$ cat src/rtl/led_drv_pkg.sv
// led_drv_pkg: colour encoding, default sizes and channel-enable helper for the RGB LED driver
package led_drv_pkg;
  localparam int NB_LEDS_DEF = 4;
  localparam int NB_PWM_DEF  = 8;
  typedef enum logic [1:0] {RED = 2'd0, GREEN = 2'd1, BLUE = 2'd2, WHITE = 2'd3} color_e;
  // Returns {blue, green, red} enables; white lights every channel
  function automatic logic [2:0] chan_en(color_e c);
    return c == WHITE ? 3'b111 : 3'b001 << c;
  endfunction
endpackage

$ cat src/rtl/pwm_gen.sv
// pwm_gen: free-running PWM counter with period-aligned duty register and comparator
module pwm_gen
  import led_drv_pkg::*;
#(
  parameter int NB_PWM = NB_PWM_DEF
) (
  input  logic              clk,
  input  logic              rst,
  input  logic [NB_PWM-1:0] duty_i,
  output logic              pwm_on_o
);
  logic [NB_PWM-1:0] cnt_q, cnt_d, duty_q, duty_d;
  always_comb begin
    cnt_d  = cnt_q + NB_PWM'(1);
    duty_d = &cnt_q ? duty_i : duty_q;
  end
  always_ff @(posedge clk) begin
    if (rst) begin
      cnt_q  <= '0;
      duty_q <= '0;
    end else begin
      cnt_q  <= cnt_d;
      duty_q <= duty_d;
    end
  end
  assign pwm_on_o = cnt_q < duty_q;
endmodule

$ cat src/rtl/led_rgb_driver.sv
// led_rgb_driver: latches an LED pattern, colours it via a wrap-driven FSM and dims it with PWM
module led_rgb_driver
  import led_drv_pkg::*;
#(
  parameter int NB_LEDS = NB_LEDS_DEF,
  parameter int NB_PWM  = NB_PWM_DEF
) (
  input  logic               clock,
  input  logic               i_reset,
  input  logic [NB_LEDS-1:0] i_led,
  input  logic               i_valid,
  input  logic               i_auto,
  input  logic [1:0]         i_color_sel,
  input  logic [NB_PWM-1:0]  i_duty,
  output logic [NB_LEDS-1:0] o_led,
  output logic [NB_LEDS-1:0] o_led_g,
  output logic [NB_LEDS-1:0] o_led_b,
  output logic               o_wrap
);
  color_e             state_q, state_d;
  logic [NB_LEDS-1:0] pat_q, pat_d, r_q, r_d, g_q, g_d, b_q, b_d;
  logic               wrap_q, wrap_d, pwm_on;
  logic [2:0]         en;
  pwm_gen #(.NB_PWM(NB_PWM)) u_pwm (
    .clk     (clock),
    .rst     (i_reset),
    .duty_i  (i_duty),
    .pwm_on_o(pwm_on)
  );
  // Outputs use the registered pattern and colour, so a wrap's new colour lands with the new pattern
  always_comb begin
    wrap_d  = i_valid & i_led[0] & pat_q[NB_LEDS-1];
    pat_d   = i_valid ? i_led : pat_q;
    state_d = !i_auto ? color_e'(i_color_sel) : wrap_d ? color_e'(state_q + 2'd1) : state_q;
    en      = chan_en(state_q) & {3{pwm_on}};
    r_d     = pat_q & {NB_LEDS{en[0]}};
    g_d     = pat_q & {NB_LEDS{en[1]}};
    b_d     = pat_q & {NB_LEDS{en[2]}};
  end
  always_ff @(posedge clock) begin
    if (i_reset) begin
      state_q <= RED;
      pat_q   <= '0;
      r_q     <= '0;
      g_q     <= '0;
      b_q     <= '0;
      wrap_q  <= 1'b0;
    end else begin
      state_q <= state_d;
      pat_q   <= pat_d;
      r_q     <= r_d;
      g_q     <= g_d;
      b_q     <= b_d;
      wrap_q  <= wrap_d;
    end
  end
  assign o_led   = r_q;
  assign o_led_g = g_q;
  assign o_led_b = b_q;
  assign o_wrap  = wrap_q;
endmodule

$ cat config.mk
export PLATFORM = sky130hd
export DESIGN_NAME = led_rgb_driver
export DESIGN_NICKNAME = d
export VERILOG_FILES = /design/src/rtl/led_drv_pkg.sv /design/src/rtl/pwm_gen.sv /design/src/rtl/led_rgb_driver.sv
export SDC_FILE = /design/constraint.sdc
export NUM_CORES = 1
export LEC_CHECK = 0
export BUFFER_PORTS_ARGS = -buffer_cell sky130_fd_sc_hd__buf_2
export CAP_MARGIN = 20
export CORE_ASPECT_RATIO = 0.8
export CORE_MARGIN = 2
export CORE_UTILIZATION = 30
export DETAILED_ROUTE_END_ITERATION = 8
export GPL_TIMING_DRIVEN = 0
export PLACE_DENSITY = 0.58
export SLEW_MARGIN = 5
export SYNTH_ARGS = -nofsm -noshare
export SYNTH_HDL_FRONTEND = slang
export SYNTH_SLANG_ARGS = --single-unit
$ cat constraint.sdc
create_clock -name clock -period 1.3 [get_ports clock]
set_input_delay 0.195 -clock clock [delete_from_list [all_inputs] [get_ports clock]]
set_output_delay 0.195 -clock clock [all_outputs]
set_load 0.02 [all_outputs]
* After elaboration in Yosys (flattened, before gate mapping) *
Index checks and enable logic that the tools add are counted.

word-level totals
  bits in registers = 35
  latch bits = 0
  bits in writable memories = 0
  bits in read-only memories = 0
  output and inout bits = 13
  memories = 0

operators by class
  add/sub/neg operators = 2
  $mul = 0
  divide/modulo/power cells = 0
  magnitude comparators = 1
  eq/ne operators = 2
  shift-type cells = 1
  muxes and demuxes = 3
  bitwise operators = 6
  reductions and logical operators = 1

operators by type and width
  kind                   number
  $and A4 B4 Y4          3
  $add A8 B1 Y8 const B  1
  $lt A8 B8 Y1           1
  $reduce_and A8 Y1      1
  $mux W2                2
  $and A3 B3 Y3          1
  $mux W3                1
  $shl A1 B2 Y3 const A  1
  $add A2 B1 Y2 const B  1
  $and A1 B1 Y1          2
  $eq A2 B2 Y1 const B   1
  $ne A2 B1 Y1 const B   1

* Longest topological paths before layout *
  depth in word-level cells = 4
  gate-level depth with buffers = 6
  depth with buffers taken out = 5

* Cells and area by module *
From an unflattened synthesis, not the netlist that was laid out.

second synthesis, totals
  cell total of the unflattened synthesis = 152
  area total of the unflattened synthesis = 1524.0 um^2

modules (own cells, without submodules)
  module          instances  cells each  area each (um^2)  seq. area each (um^2)
  pwm_gen         1          96          855.8             320.3
  led_rgb_driver  1          56          668.1             380.4

* Worst setup path after synthesis *
No wires, ideal clock.

  kind = reg2reg
  from = register u_pwm.cnt_q[2]
  to = register r_q[2], in the netlist o_led[2]
  library setup time = 0.086 ns
  arrival = 1.346 ns
  slack = -0.132 ns
  stages on the path, launching flop included = 6
  buffers on the path = 1
  clock period less this slack = 1.432 ns
  path through = dfxtp_1 -> ha_1 -> a211oi_1 -> o21ai_1 -> buf_2 -> a211oi_1

on the way
  cells in the longest elaborated chain, start to end = 3

ends and longest elaborated chain
  element                   line                  source
  start: declaration        pwm_gen.sv:12         logic [NB_PWM-1:0] cnt_q, cnt_d, duty_q, duty_d;
  start signal: assignment  pwm_gen.sv:22         cnt_q <= cnt_d;
  $lt A8 B8 Y1              pwm_gen.sv:26         assign pwm_on_o = cnt_q < duty_q;
  $and A3 B3 Y3             led_rgb_driver.sv:35  en = chan_en(state_q) & {3{pwm_on}};
  $and A4 B4 Y4             led_rgb_driver.sv:36  r_d = pat_q & {NB_LEDS{en[0]}};
  end signal: assignment    led_rgb_driver.sv:51  r_q <= r_d;
  end: declaration          led_rgb_driver.sv:21  logic [NB_LEDS-1:0] pat_q, pat_d, r_q, r_d, g_q, g_d, b_q, b_d;

Every way passes these cells.
A chain may end at the register's enable or synchronous reset.

* Worst setup path after layout *
  from = register u_pwm.cnt_q[3]
  to = register r_q[2], in the netlist o_led[2]

The elaborated chain is that of the path after synthesis.

==> impl_metrics.env <==
export IMPL_ys_types=27
export IMPL_dp_slack_ns=-0.151
export IMPL_slowest_stage="dfxtp_4"
export IMPL_gp_congestion=0.789
export IMPL_final_max_slew_violation_count=0
export IMPL_synth_top_area_cell="dfxtp_1"
export IMPL_fill_cells=472
export IMPL_cp_cell_sequence="ha_4 > o211ai_1 > nor2_4 > buf_6 > a211oi_2"
export IMPL_worstHoldStart="i_auto"
export IMPL_dr_first_iter_drc_count=42
export IMPL_final_common_cell="buf_2"
export IMPL_final_cell_mix="31 x buf_2, 22 x dfxtp_1, 17 x nand2b_1, 12 x mux2i_1, 11 x dfxtp_2"
export IMPL_drive_gt1_frac=0.465
export IMPL_skew_ns=0.00767
export IMPL_ys_warn_count=0
export IMPL_seq_area_frac_synth=0.437
export IMPL_switchingPower_mw=0.537
export IMPL_synthesis_area_sq_um=1600
export IMPL_drtPass1Iterations=8
export IMPL_worstHoldEndpoint="state_q[0]"
export IMPL_worstMarginPinSlew_ns=0.415
export IMPL_nNetsFinal=245
export IMPL_p_comb_frac=0.111
export IMPL_grt_pass1_wl_um=5600
export IMPL_wl_per_cell_um=13.2
export IMPL_ir_worst_vdd_uv=400
export IMPL_diodes=0
export IMPL_reg2reg_to="o_led[2]"
export IMPL_routed_wl_um=3670
export IMPL_rsz0062_at_grt="yes"
export IMPL_vias=1372
export IMPL_cp_max_fo=5
export IMPL_syn_nets=198
export IMPL_fin_crit_ns=1.38
export IMPL_syn_instance_count=169
export IMPL_cts_tree="built"
export IMPL_endpoint_kind="flip-flop"
export IMPL_die_area_sq_um=5950
export IMPL_cp_required_ns=1.51
export IMPL_grt_pass1_vias=1271
export IMPL_p_per_area_nw_per_um2=972
export IMPL_finalSetupViolations=10
export IMPL_ys_ff_latch=35
export IMPL_hold_depth=2
export IMPL_leakagePower_nw=0.877
export IMPL_clockPowerShare=0.391
export IMPL_rr_worst_depth=5
export IMPL_clockBufferDepth=2
export IMPL_overflow=0
export IMPL_cts_htree_levels=2
export IMPL_port_buffers=29
export IMPL_r2r_setup_slack_ns=-0.08
export IMPL_hold_buffers=0
export IMPL_fp_dieW_um=85.7
export IMPL_sequentialPowerShare=0.498
export IMPL_r2r_start="u_pwm.cnt_q[3]"
export IMPL_violations="DRC, setup timing"
export IMPL_clk_pin_slew_worst_paths_ns=0.07
export IMPL_max_freq_mhz=727
export IMPL_core_area_sq_um=5090
export IMPL_dpl_cell_area_sq_um=1880
export IMPL_status="finished with violations"
export IMPL_viasPerCell=4.92
export IMPL_post_route_period_util=1.06
export IMPL_internal_power_mw=1.70
export IMPL_antenna_found_initial=0
export IMPL_ant_nets=0
export IMPL_ios=31
export IMPL_synth_top_area_share=0.437
export IMPL_postLayoutCellArea_sq_um=2300
export IMPL_drc=3
export IMPL_min_path_type="primary input to flip-flop"
export IMPL_cp_arrival_ns=1.58
export IMPL_clock_latency_ns=0.29
export IMPL_syn_to_final_growth_pct=43.6
export IMPL_dp_hpwl_um=2370
export IMPL_grt_max_degree=11
export IMPL_max_slew_margin=0.722
export IMPL_cts_buffers=5
export IMPL_hold_viol=0
export IMPL_rows=23
export IMPL_setup_ws_ns=-0.0764
export IMPL_clock_sinks=35
export IMPL_max_cap_violations=0
export IMPL_yosys_top_cells_area="dfxtp_1 44%, ha_1 8.6%, mux2i_1 7.5%"
export IMPL_swShare=0.240
export IMPL_avgSynthCellArea_sq_um=9.48
export IMPL_critPathMaxStageDelay_ns=0.36
export IMPL_start_util=0.315
export IMPL_startpoint_type="flip-flop"
export IMPL_crit_type="flip-flop to flip-flop"
export IMPL_clockRootBuffer="clkbuf_8"
export IMPL_die_h_um=69.4
export IMPL_track_usage=0.120
==> how the worst max path moves through the flow <==
stage / to / cells after the start / startpoint
finish: o_led[2] / 5 / u_pwm.cnt_q[3]
global route: o_led[2] / 6 / u_pwm.duty_q[3]
CTS: o_led_g[3] / 6 / u_pwm.duty_q[2]
detailed placement: o_led[2] / 5 / u_pwm.cnt_q[3]
global placement: o_led[2] / 5 / u_pwm.cnt_q[3]
floorplan: o_led[2] / 5 / u_pwm.cnt_q[2]
==> metal layers <==
layer / share of wire / global-route usage / vias up
met5: 0 / 0 / -
met4: 0.020 / 0.0494 / 0
met3: 0.058 / 0.0476 / 9
met2: 0.47 / 0.193 / 32
met1: 0.46 / 0.141 / 636
li1: - / - / 695
==> sequential cells by signal, indices dropped and copies added, names as in the netlist <==
register and count:
o_wrap 1, pat_q 4, o_led_g 4, o_led_b 4
o_led 4, u_pwm.cnt_q 8, u_pwm.duty_q 8, state_q 2
==> timing repair <==
item / in CTS / in global routing
endpoints found under the setup margin: 20 / 21
resized for setup: 21 / 31
gates cloned: 3 / 1
setup buffers: 6 / 1
pin swaps: 9 / 7
==> through the flow <==
stage | util | TNS [ns] | power [mW] | hold WS (ns) | std cells
6_report | 0.452 | -0.304 | 2.24 | 0.119 | 279
5_1_grt | 0.452 | -0.978 | 2.33 | 0.135 | 279
4_1_cts | 0.422 | -0.430 | 2.21 | 0.118 | 277
3_5_place_dp | 0.369 | -1.96 | 1.33 | 0.425 | 260
3_3_place_gp | 0.369 | -1.59 | 1.33 | 0.431 | 260
2_1_floorplan | - | 0 | 1.27 | 0.291 | 169
==> power by group through the flow <==
| stage | sequential [mW] | clock [mW] | combinational (mW) |
|---|---|---|---|
| floorplan | 1.14 | 0 | 0.126 |
| global placement | 1.14 | 0 | 0.188 |
| detailed placement | 1.14 | 0 | 0.191 |
| CTS | 1.11 | 0.889 | 0.215 |
| global route | 1.12 | 0.938 | 0.273 |
| finish | 1.12 | 0.874 | 0.248 |
==> Yosys cell counts (all sizes together) <==
library cell and number:
buf 5, dfxtp 35, and3 1, nand3 10, o21ai 4, xnor2 2, nand2b 17, nor2 12
xor2 2, nand2 4, o211ai 1, or3 3, o2111ai 8, a21oi 14, nand4 2, or2 2
a31o 1, clkbuf 2, a211oi 6, nor2b 6, ha 11, mux2i 12, inv 9
==> logic make-up after synthesis <==
| group | Yosys count | share of synthesized area |
|---|---|---|
| adder cells (fa/ha/maj) | 11 | 0.0859 |
| buffers and inverters | 16 | 0.0414 |
| multiplexers | 12 | 0.0749 |
| AO/OA/AOI/OAI | 34 | 0.141 |
| flip-flops | 35 | 0.437 |
| AND/OR/NAND/NOR | 57 | 0.198 |
| XOR/XNOR | 4 | 0.0219 |
==> area by class of cell <==
| cell class | count | area, sq um | share of cell area |
|---|---|---|---|
| Tap cell | 62 | 77.6 | 0.0337 |
| Sequential cell | 35 | 722 | 0.314 |
| Buffer | 7 | 51.3 | 0.0223 |
| Timing Repair Buffer | 39 | 249 | 0.108 |
| Clock buffer | 8 | 100 | 0.0435 |
| Multi-Input combinational cell | 119 | 1070 | 0.464 |
| Inverter | 9 | 33.8 | 0.0147 |
==> worst max-delay path, delay by kind of cell (launching register included) <==
| family | cells | cell delay, ns |
|---|---|---|
| AO/OA/AOI/OAI | 2 | 0.48 |
| adder cells (fa/ha/maj) | 1 | 0.23 |
| buffers and inverters | 1 | 0.14 |
| flip-flops | 1 | 0.36 |
| AND/OR/NAND/NOR | 1 | 0.08 |
Note: power is estimated with default switching activity, not from simulation.
